**src/rtl/modulo_unit_if.sv**
```systemverilog
// Start/valid request bundle for the modulo/division unit.
// Operands go in with start_i, results come back with valid_o.
interface modulo_unit_if #(
  parameter int WIDTH = 16
);
  logic             start_i;
  logic             signed_i;
  logic [WIDTH-1:0] zahl1_i;
  logic [WIDTH-1:0] zahl2_i;
  logic             busy_o;
  logic             valid_o;
  logic             div_zero_o;
  logic [WIDTH-1:0] quotient_o;
  logic [WIDTH-1:0] ergebnis_o;

  modport master (
    output start_i, signed_i,
    output zahl1_i, zahl2_i,
    input  busy_o, valid_o,
    input  div_zero_o,
    input  quotient_o, ergebnis_o
  );

  modport slave (
    input  start_i, signed_i,
    input  zahl1_i, zahl2_i,
    output busy_o, valid_o,
    output div_zero_o,
    output quotient_o, ergebnis_o
  );
endinterface

```
**src/rtl/modulo_unit_param.sv**
```systemverilog
// Sequential restoring divider: one quotient bit per cycle,
// optional two's-complement operands with sign fix-up at the end.
module modulo_unit_param #(
  parameter int WIDTH     = 16,
  parameter bit SIGNED_EN = 1'b1
) (
  input  logic         clk,
  input  logic         rst_ni,
  modulo_unit_if.slave bus
);
  localparam int CW = (WIDTH > 2) ? $clog2(WIDTH) : 1;

  typedef enum logic [1:0] {
    IDLE,
    CALC,
    FIX,
    DONE
  } state_t;

  state_t           state;
  logic [CW-1:0]    cnt;
  logic [WIDTH-1:0] dvd;
  logic [WIDTH-1:0] dsr;
  logic [WIDTH-1:0] rem;
  logic             neg_q;
  logic             neg_r;

  logic             busy_q;
  logic             valid_q;
  logic             dz_q;
  logic [WIDTH-1:0] quo_q;
  logic [WIDTH-1:0] erg_q;

  logic             accept;
  logic             sgn;
  logic [WIDTH-1:0] a_mag;
  logic [WIDTH-1:0] b_mag;
  logic [WIDTH:0]   trial;
  logic [WIDTH-1:0] diff;
  logic             ge;

  assign accept = bus.start_i &&
                  (state == IDLE || state == DONE);
  assign sgn    = SIGNED_EN & bus.signed_i;

  always_comb begin
    a_mag = bus.zahl1_i;
    b_mag = bus.zahl2_i;
    if (sgn && bus.zahl1_i[WIDTH-1])
      a_mag = WIDTH'(0) - bus.zahl1_i;
    if (sgn && bus.zahl2_i[WIDTH-1])
      b_mag = WIDTH'(0) - bus.zahl2_i;
  end

  // rem < dsr always, so a successful subtract fits in WIDTH bits
  assign trial = {rem, dvd[WIDTH-1]};
  assign ge    = trial >= {1'b0, dsr};
  assign diff  = trial[WIDTH-1:0] - dsr;

  always_ff @(posedge clk or negedge rst_ni) begin
    if (!rst_ni) begin
      state   <= IDLE;
      cnt     <= '0;
      dvd     <= '0;
      dsr     <= '0;
      rem     <= '0;
      neg_q   <= 1'b0;
      neg_r   <= 1'b0;
      busy_q  <= 1'b0;
      valid_q <= 1'b0;
      dz_q    <= 1'b0;
      quo_q   <= '0;
      erg_q   <= '0;
    end else if (accept) begin
      dvd   <= a_mag;
      dsr   <= b_mag;
      rem   <= '0;
      cnt   <= CW'(WIDTH-1);
      neg_q <= sgn &
               (bus.zahl1_i[WIDTH-1] ^ bus.zahl2_i[WIDTH-1]);
      neg_r <= sgn & bus.zahl1_i[WIDTH-1];
      if (bus.zahl2_i == '0) begin
        state   <= DONE;
        busy_q  <= 1'b0;
        valid_q <= 1'b1;
        dz_q    <= 1'b1;
        quo_q   <= '1;
        erg_q   <= bus.zahl1_i;
      end else begin
        state   <= CALC;
        busy_q  <= 1'b1;
        valid_q <= 1'b0;
      end
    end else begin
      case (state)
        IDLE: valid_q <= 1'b0;
        CALC: begin
          rem <= ge ? diff : trial[WIDTH-1:0];
          dvd <= {dvd[WIDTH-2:0], ge};
          if (cnt == '0)
            state <= FIX;
          else
            cnt <= cnt - 1'b1;
        end
        FIX: begin
          quo_q   <= neg_q ? WIDTH'(0) - dvd : dvd;
          erg_q   <= neg_r ? WIDTH'(0) - rem : rem;
          dz_q    <= 1'b0;
          busy_q  <= 1'b0;
          valid_q <= 1'b1;
          state   <= DONE;
        end
        DONE: begin
          valid_q <= 1'b0;
          state   <= IDLE;
        end
        default: state <= IDLE;
      endcase
    end
  end

  assign bus.busy_o     = busy_q;
  assign bus.valid_o    = valid_q;
  assign bus.div_zero_o = dz_q;
  assign bus.quotient_o = quo_q;
  assign bus.ergebnis_o = erg_q;
endmodule
```
**src/flat_wrapper.sv**
```systemverilog
// flat-port wrapper written by rule: the top's interface ports become plain ports
module modulo_unit_param_flat 
#(
  parameter int WIDTH     = 16,
  parameter bit SIGNED_EN = 1'b1
)
  (clk, rst_ni, bus_start_i, bus_signed_i, bus_zahl1_i, bus_zahl2_i, bus_busy_o, bus_valid_o, bus_div_zero_o, bus_quotient_o, bus_ergebnis_o);
  modulo_unit_if #(.WIDTH(WIDTH)) bus_i ();
  input  logic clk;
  input  logic rst_ni;
  input wire logic [$bits(bus_i.start_i)-1:0] bus_start_i;
  input wire logic [$bits(bus_i.signed_i)-1:0] bus_signed_i;
  input wire logic [$bits(bus_i.zahl1_i)-1:0] bus_zahl1_i;
  input wire logic [$bits(bus_i.zahl2_i)-1:0] bus_zahl2_i;
  output wire logic [$bits(bus_i.busy_o)-1:0] bus_busy_o;
  output wire logic [$bits(bus_i.valid_o)-1:0] bus_valid_o;
  output wire logic [$bits(bus_i.div_zero_o)-1:0] bus_div_zero_o;
  output wire logic [$bits(bus_i.quotient_o)-1:0] bus_quotient_o;
  output wire logic [$bits(bus_i.ergebnis_o)-1:0] bus_ergebnis_o;
  assign bus_i.start_i = bus_start_i;
  assign bus_i.signed_i = bus_signed_i;
  assign bus_i.zahl1_i = bus_zahl1_i;
  assign bus_i.zahl2_i = bus_zahl2_i;
  assign bus_busy_o = bus_i.busy_o;
  assign bus_valid_o = bus_i.valid_o;
  assign bus_div_zero_o = bus_i.div_zero_o;
  assign bus_quotient_o = bus_i.quotient_o;
  assign bus_ergebnis_o = bus_i.ergebnis_o;
  modulo_unit_param #(.WIDTH(WIDTH), .SIGNED_EN(SIGNED_EN)) u_core (.clk(clk), .rst_ni(rst_ni), .bus(bus_i));
endmodule
```
**config.mk**
```make
export PLATFORM = sky130hd
export DESIGN_NAME = modulo_unit_param_flat
export DESIGN_NICKNAME = d
export VERILOG_FILES = /design/src/rtl/modulo_unit_if.sv /design/src/rtl/modulo_unit_param.sv /design/src/flat_wrapper.sv
export SDC_FILE = /design/constraint.sdc
export NUM_CORES = 1
export LEC_CHECK = 0
export BUFFER_PORTS_ARGS = -buffer_cell sky130_fd_sc_hd__buf_4
export CAP_MARGIN = 20
export CORE_UTILIZATION = 27
export DETAILED_ROUTE_END_ITERATION = 10
export REMOVE_ABC_BUFFERS = 1
export SYNTH_ARGS = -nofsm -noshare
export SYNTH_HDL_FRONTEND = slang
export SYNTH_SLANG_ARGS = --single-unit
```
**constraint.sdc**
```tcl
create_clock -name clk -period 6.9 [get_ports clk]
set_input_delay 0.345 -clock clk [delete_from_list [all_inputs] [get_ports clk]]
set_output_delay 0.345 -clock clk [all_outputs]
set_load 0.005 [all_outputs]
```
==> impl_metrics.env <==
export IMPL_outcome="finished clean"
export IMPL_r2r_start="u_core.rem[10]"
export IMPL_io_pins=71
export IMPL_portBuffers=70
export IMPL_grt_start_max_net_pins=72
export IMPL_slowest_delay_ns=0.54
export IMPL_hold_path_depth=3
export IMPL_synth_area_top_cells="dfrtp_1, o21ai_0, ha_1, nand2_1, xor2_1"
export IMPL_p_clk_share_pct=13.8
export IMPL_cap_viol_max_count=0
export IMPL_max_freq_ghz=0.320
export IMPL_wire_per_inst_um=14.9
export IMPL_crit_slowest_cell="or4_1"
export IMPL_clk_insertion_delay_late_ns=0.34
export IMPL_ys_ff_latch=91
export IMPL_final_max_slew_viol_count=0
export IMPL_yosysTopAreaCell="dfrtp_1"
export IMPL_yosysSeqAreaShare_pct=37.8
export IMPL_min_delay_start="bus_zahl1_i[10]"
export IMPL_yosys_area_top_type_share_pct=37.8
export IMPL_grt_overflow=0
export IMPL_power_frac_comb_pct=57.1
export IMPL_met2_usage_pct=22.0
export IMPL_numCtsBuffers=9
export IMPL_synth_edf_count=0
export IMPL_synth_warnings=0
export IMPL_tightest_slew_ns=0.963
export IMPL_rr_endpoint="u_core.rem[0]"
export IMPL_synth_most_common_cell="o21ai_0"
export IMPL_cts_tree="built"
export IMPL_drc=0
export IMPL_place_gp_congestion=0.857
export IMPL_cp_max_fo=18
export IMPL_power_density_nw_per_um2=506
export IMPL_fin_crit_sh_pct=45.2
export IMPL_seq_power_share_pct=29.1
export IMPL_dr_pass1_iters=5
export IMPL_cts_clk_slew_worst_paths_ns=0.06
export IMPL_ff2ff_setup_slack_ns=3.78
export IMPL_grt_use_total_pct=14.5
export IMPL_slew_limit_headroom_pct=35.6
export IMPL_drive_above_1_share_pct=13.6
export IMPL_gr_usage_met1_pct=21.0
export IMPL_critPathRequiredTime_ns=7.12
export IMPL_vias_per_cell=4.85
export IMPL_core_area_um2=21900
export IMPL_grt_pass1_vias=4855
export IMPL_worstHoldPathType="in2reg"
export IMPL_cp_end_kind="register"
export IMPL_nets=832
export IMPL_ctsResizeCount=0
export IMPL_synthFlopType="dfrtp_1"
export IMPL_rsz0062_at_grt="false"
export IMPL_finalHoldViolCount=0
export IMPL_netlist_area_um2=6030
export IMPL_antenna_cells=0
export IMPL_cts_htree_levels=3
export IMPL_dr_total_vias=5103
export IMPL_avgSynthCellArea_um2=8.43
export IMPL_grt_pass1_wl_um=25600
export IMPL_worstSetupStartpointType="register"
export IMPL_drtIter0Drc=285
export IMPL_internal_power_mw=1.97
export IMPL_met3_usage_pct=2.25
export IMPL_clock_path_buffers=2
export IMPL_initial_core_util_pct=27.5
export IMPL_worst_r2r_cell_count=9
export IMPL_area_growth_pct=17.8
export IMPL_period_needed_ns=3.12
export IMPL_clock_skew_ns=0.00778
export IMPL_antenna_found_initial=0
export IMPL_die_h_um=151
export IMPL_swShare_pct=45.2
export IMPL_netlist_cell_type_count=55
export IMPL_path_class="reg2reg"
export IMPL_die_area_um2=22900
export IMPL_p_leak_nw=3.09
export IMPL_num_rows=54
export IMPL_hpwl_um=11800
export IMPL_cts_sinks=91
export IMPL_peakVddDrop_uv=174
export IMPL_die_w_um=151
export IMPL_whs_endpoint="u_core.bus.ergebnis_o[10]"
export IMPL_postSynthCellCount=715
export IMPL_wl_um=15700
export IMPL_yosys_top_cells_count="o21ai_0, dfrtp_1, nand2_1"
export IMPL_critPathArrivalTime_ns=3.34
export IMPL_cts_root_buf="clkbuf_16"
export IMPL_async_reset_ff_share_pct=100
export IMPL_cp_cell_sequence="ha_1 -> and3_1 -> nand4_1 -> or4_1 -> o211ai_1 -> a21oi_2 -> buf_4 -> or4b_1 -> o311ai_0"
export IMPL_grt_busiest_layer="met2"
export IMPL_fin_util_pct=32.5
export IMPL_fin_setup_tns_ns=0
export IMPL_antenna_left=0
export IMPL_setup_violations=0
export IMPL_p_sw_mw=1.62
[through the flow]
stage / cells / instance area, um^2 / hold slack (ns) / setup slack (ns) / total power, mW
final: 1053 / 7110 / 0.292 / 3.78 / 3.59
after global routing: 1053 / 7110 / 0.314 / 3.57 / 3.95
after CTS: 1052 / 7100 / 0.288 / 3.45 / 3.62
after detailed placement: 1036 / 6790 / 0.248 / 3.46 / 3.11
after global placement: 1036 / 6790 / 0.245 / 3.64 / 3.08
after floorplan: 680 / 5860 / 0.0494 / 3.64 / 2.45
[sequential cells by signal, summed over array words and instances, names as in the netlist]
name                   cells
u_core.bus.ergebnis_o     16
u_core.bus.valid_o         1
u_core.neg_r               1
u_core.neg_q               1
u_core.rem                16
u_core.bus.quotient_o     16
u_core.dsr                16
u_core.cnt                 4
u_core.dvd                16
u_core.bus.busy_o          1
u_core.state               2
u_core.bus.div_zero_o      1
[routing by layer]
metal	part of all wire (%)	vias to the layer above
li1	-	2624
met1	50	2357
met2	43	108
met3	5.5	14
met4	1.4	0
met5	0	-
[layout make-up]
| cell class | count | area (um^2) |
|---|---|---|
| clock buffers | 13 | 260 |
| clock inverters | 2 | 35.0 |
| fillers | 2383 | 14800 |
| inverters | 39 | 146 |
| multi-input cells | 550 | 3450 |
| flip-flops and latches | 91 | 2280 |
| well taps | 280 | 350 |
| repair buffers | 78 | 588 |
[worst max-delay path by stage]
stage,cells after the start,from,to
2_1_floorplan,8,u_core.rem[3],u_core.dvd[0]
3_3_place_gp,9,u_core.state[0],u_core.bus.ergebnis_o[12]
4_1_cts,9,u_core.state[0],u_core.bus.ergebnis_o[12]
3_5_place_dp,9,u_core.state[0],u_core.bus.ergebnis_o[12]
6_report,9,u_core.rem[10],u_core.rem[0]
5_1_grt,10,u_core.state[0],u_core.bus.ergebnis_o[12]
[cells in the final DEF, fill, tap and decap left out, drive strengths merged, types with 7 or more instances in the layout]
cell / netlist / final
a21oi: 62 / 62
a31oi: 10 / 10
ha: 26 / 26
nand3: 10 / 10
nor3: 13 / 13
o21ai: 95 / 95
o31ai: 10 / 10
nor4: 7 / 7
xor2: 36 / 36
buf: 9 / 77
nand2: 86 / 86
mux2i: 27 / 27
nor2: 58 / 58
clkbuf: 26 / 13
or4: 8 / 8
dfrtp: 91 / 91
inv: 39 / 39
xnor2: 29 / 29
[kinds of logic (layout without fill, tap and decap cells)]
kind of cell,Yosys count,count (layout),synth area share [%]
buffers and inverters,74,132,5.21
adder cells (fa/ha/maj),27,27,5.73
flip-flops,91,91,37.8
multiplexers,29,29,4.85
AND/OR/NAND/NOR,219,219,17.0
AO/OA/AOI/OAI,210,210,20.0
XOR/XNOR,65,65,9.44
[critical path, delay by kind of cell, from the launching register on]
kind	cells	cell delay (ns)
buffers and inverters	1	0.24
AOI/OAI and AO/OA	3	0.41
and+or+nand+nor	4	1.49
DFF	1	0.43
adders and majority gates	1	0.41
[power groups by stage]
stage	Combinational, mW	Sequential (mW)	Clock (mW)
final	2.05	1.04	0.497
after global routing	2.32	1.09	0.529
after CTS	2.06	1.05	0.511
after detailed placement	2.05	1.06	0
after global placement	2.03	1.05	0
after floorplan	1.47	0.987	0
[what timing repair did]
action | CTS | global route
hold endpoints to repair | 20 | 0
hold buffers | 1 | 0
endpoints found under the setup margin | 0 | 0
setup buffers | 0 | 0
No activity file was read; power rests on OpenSTA's default activity.
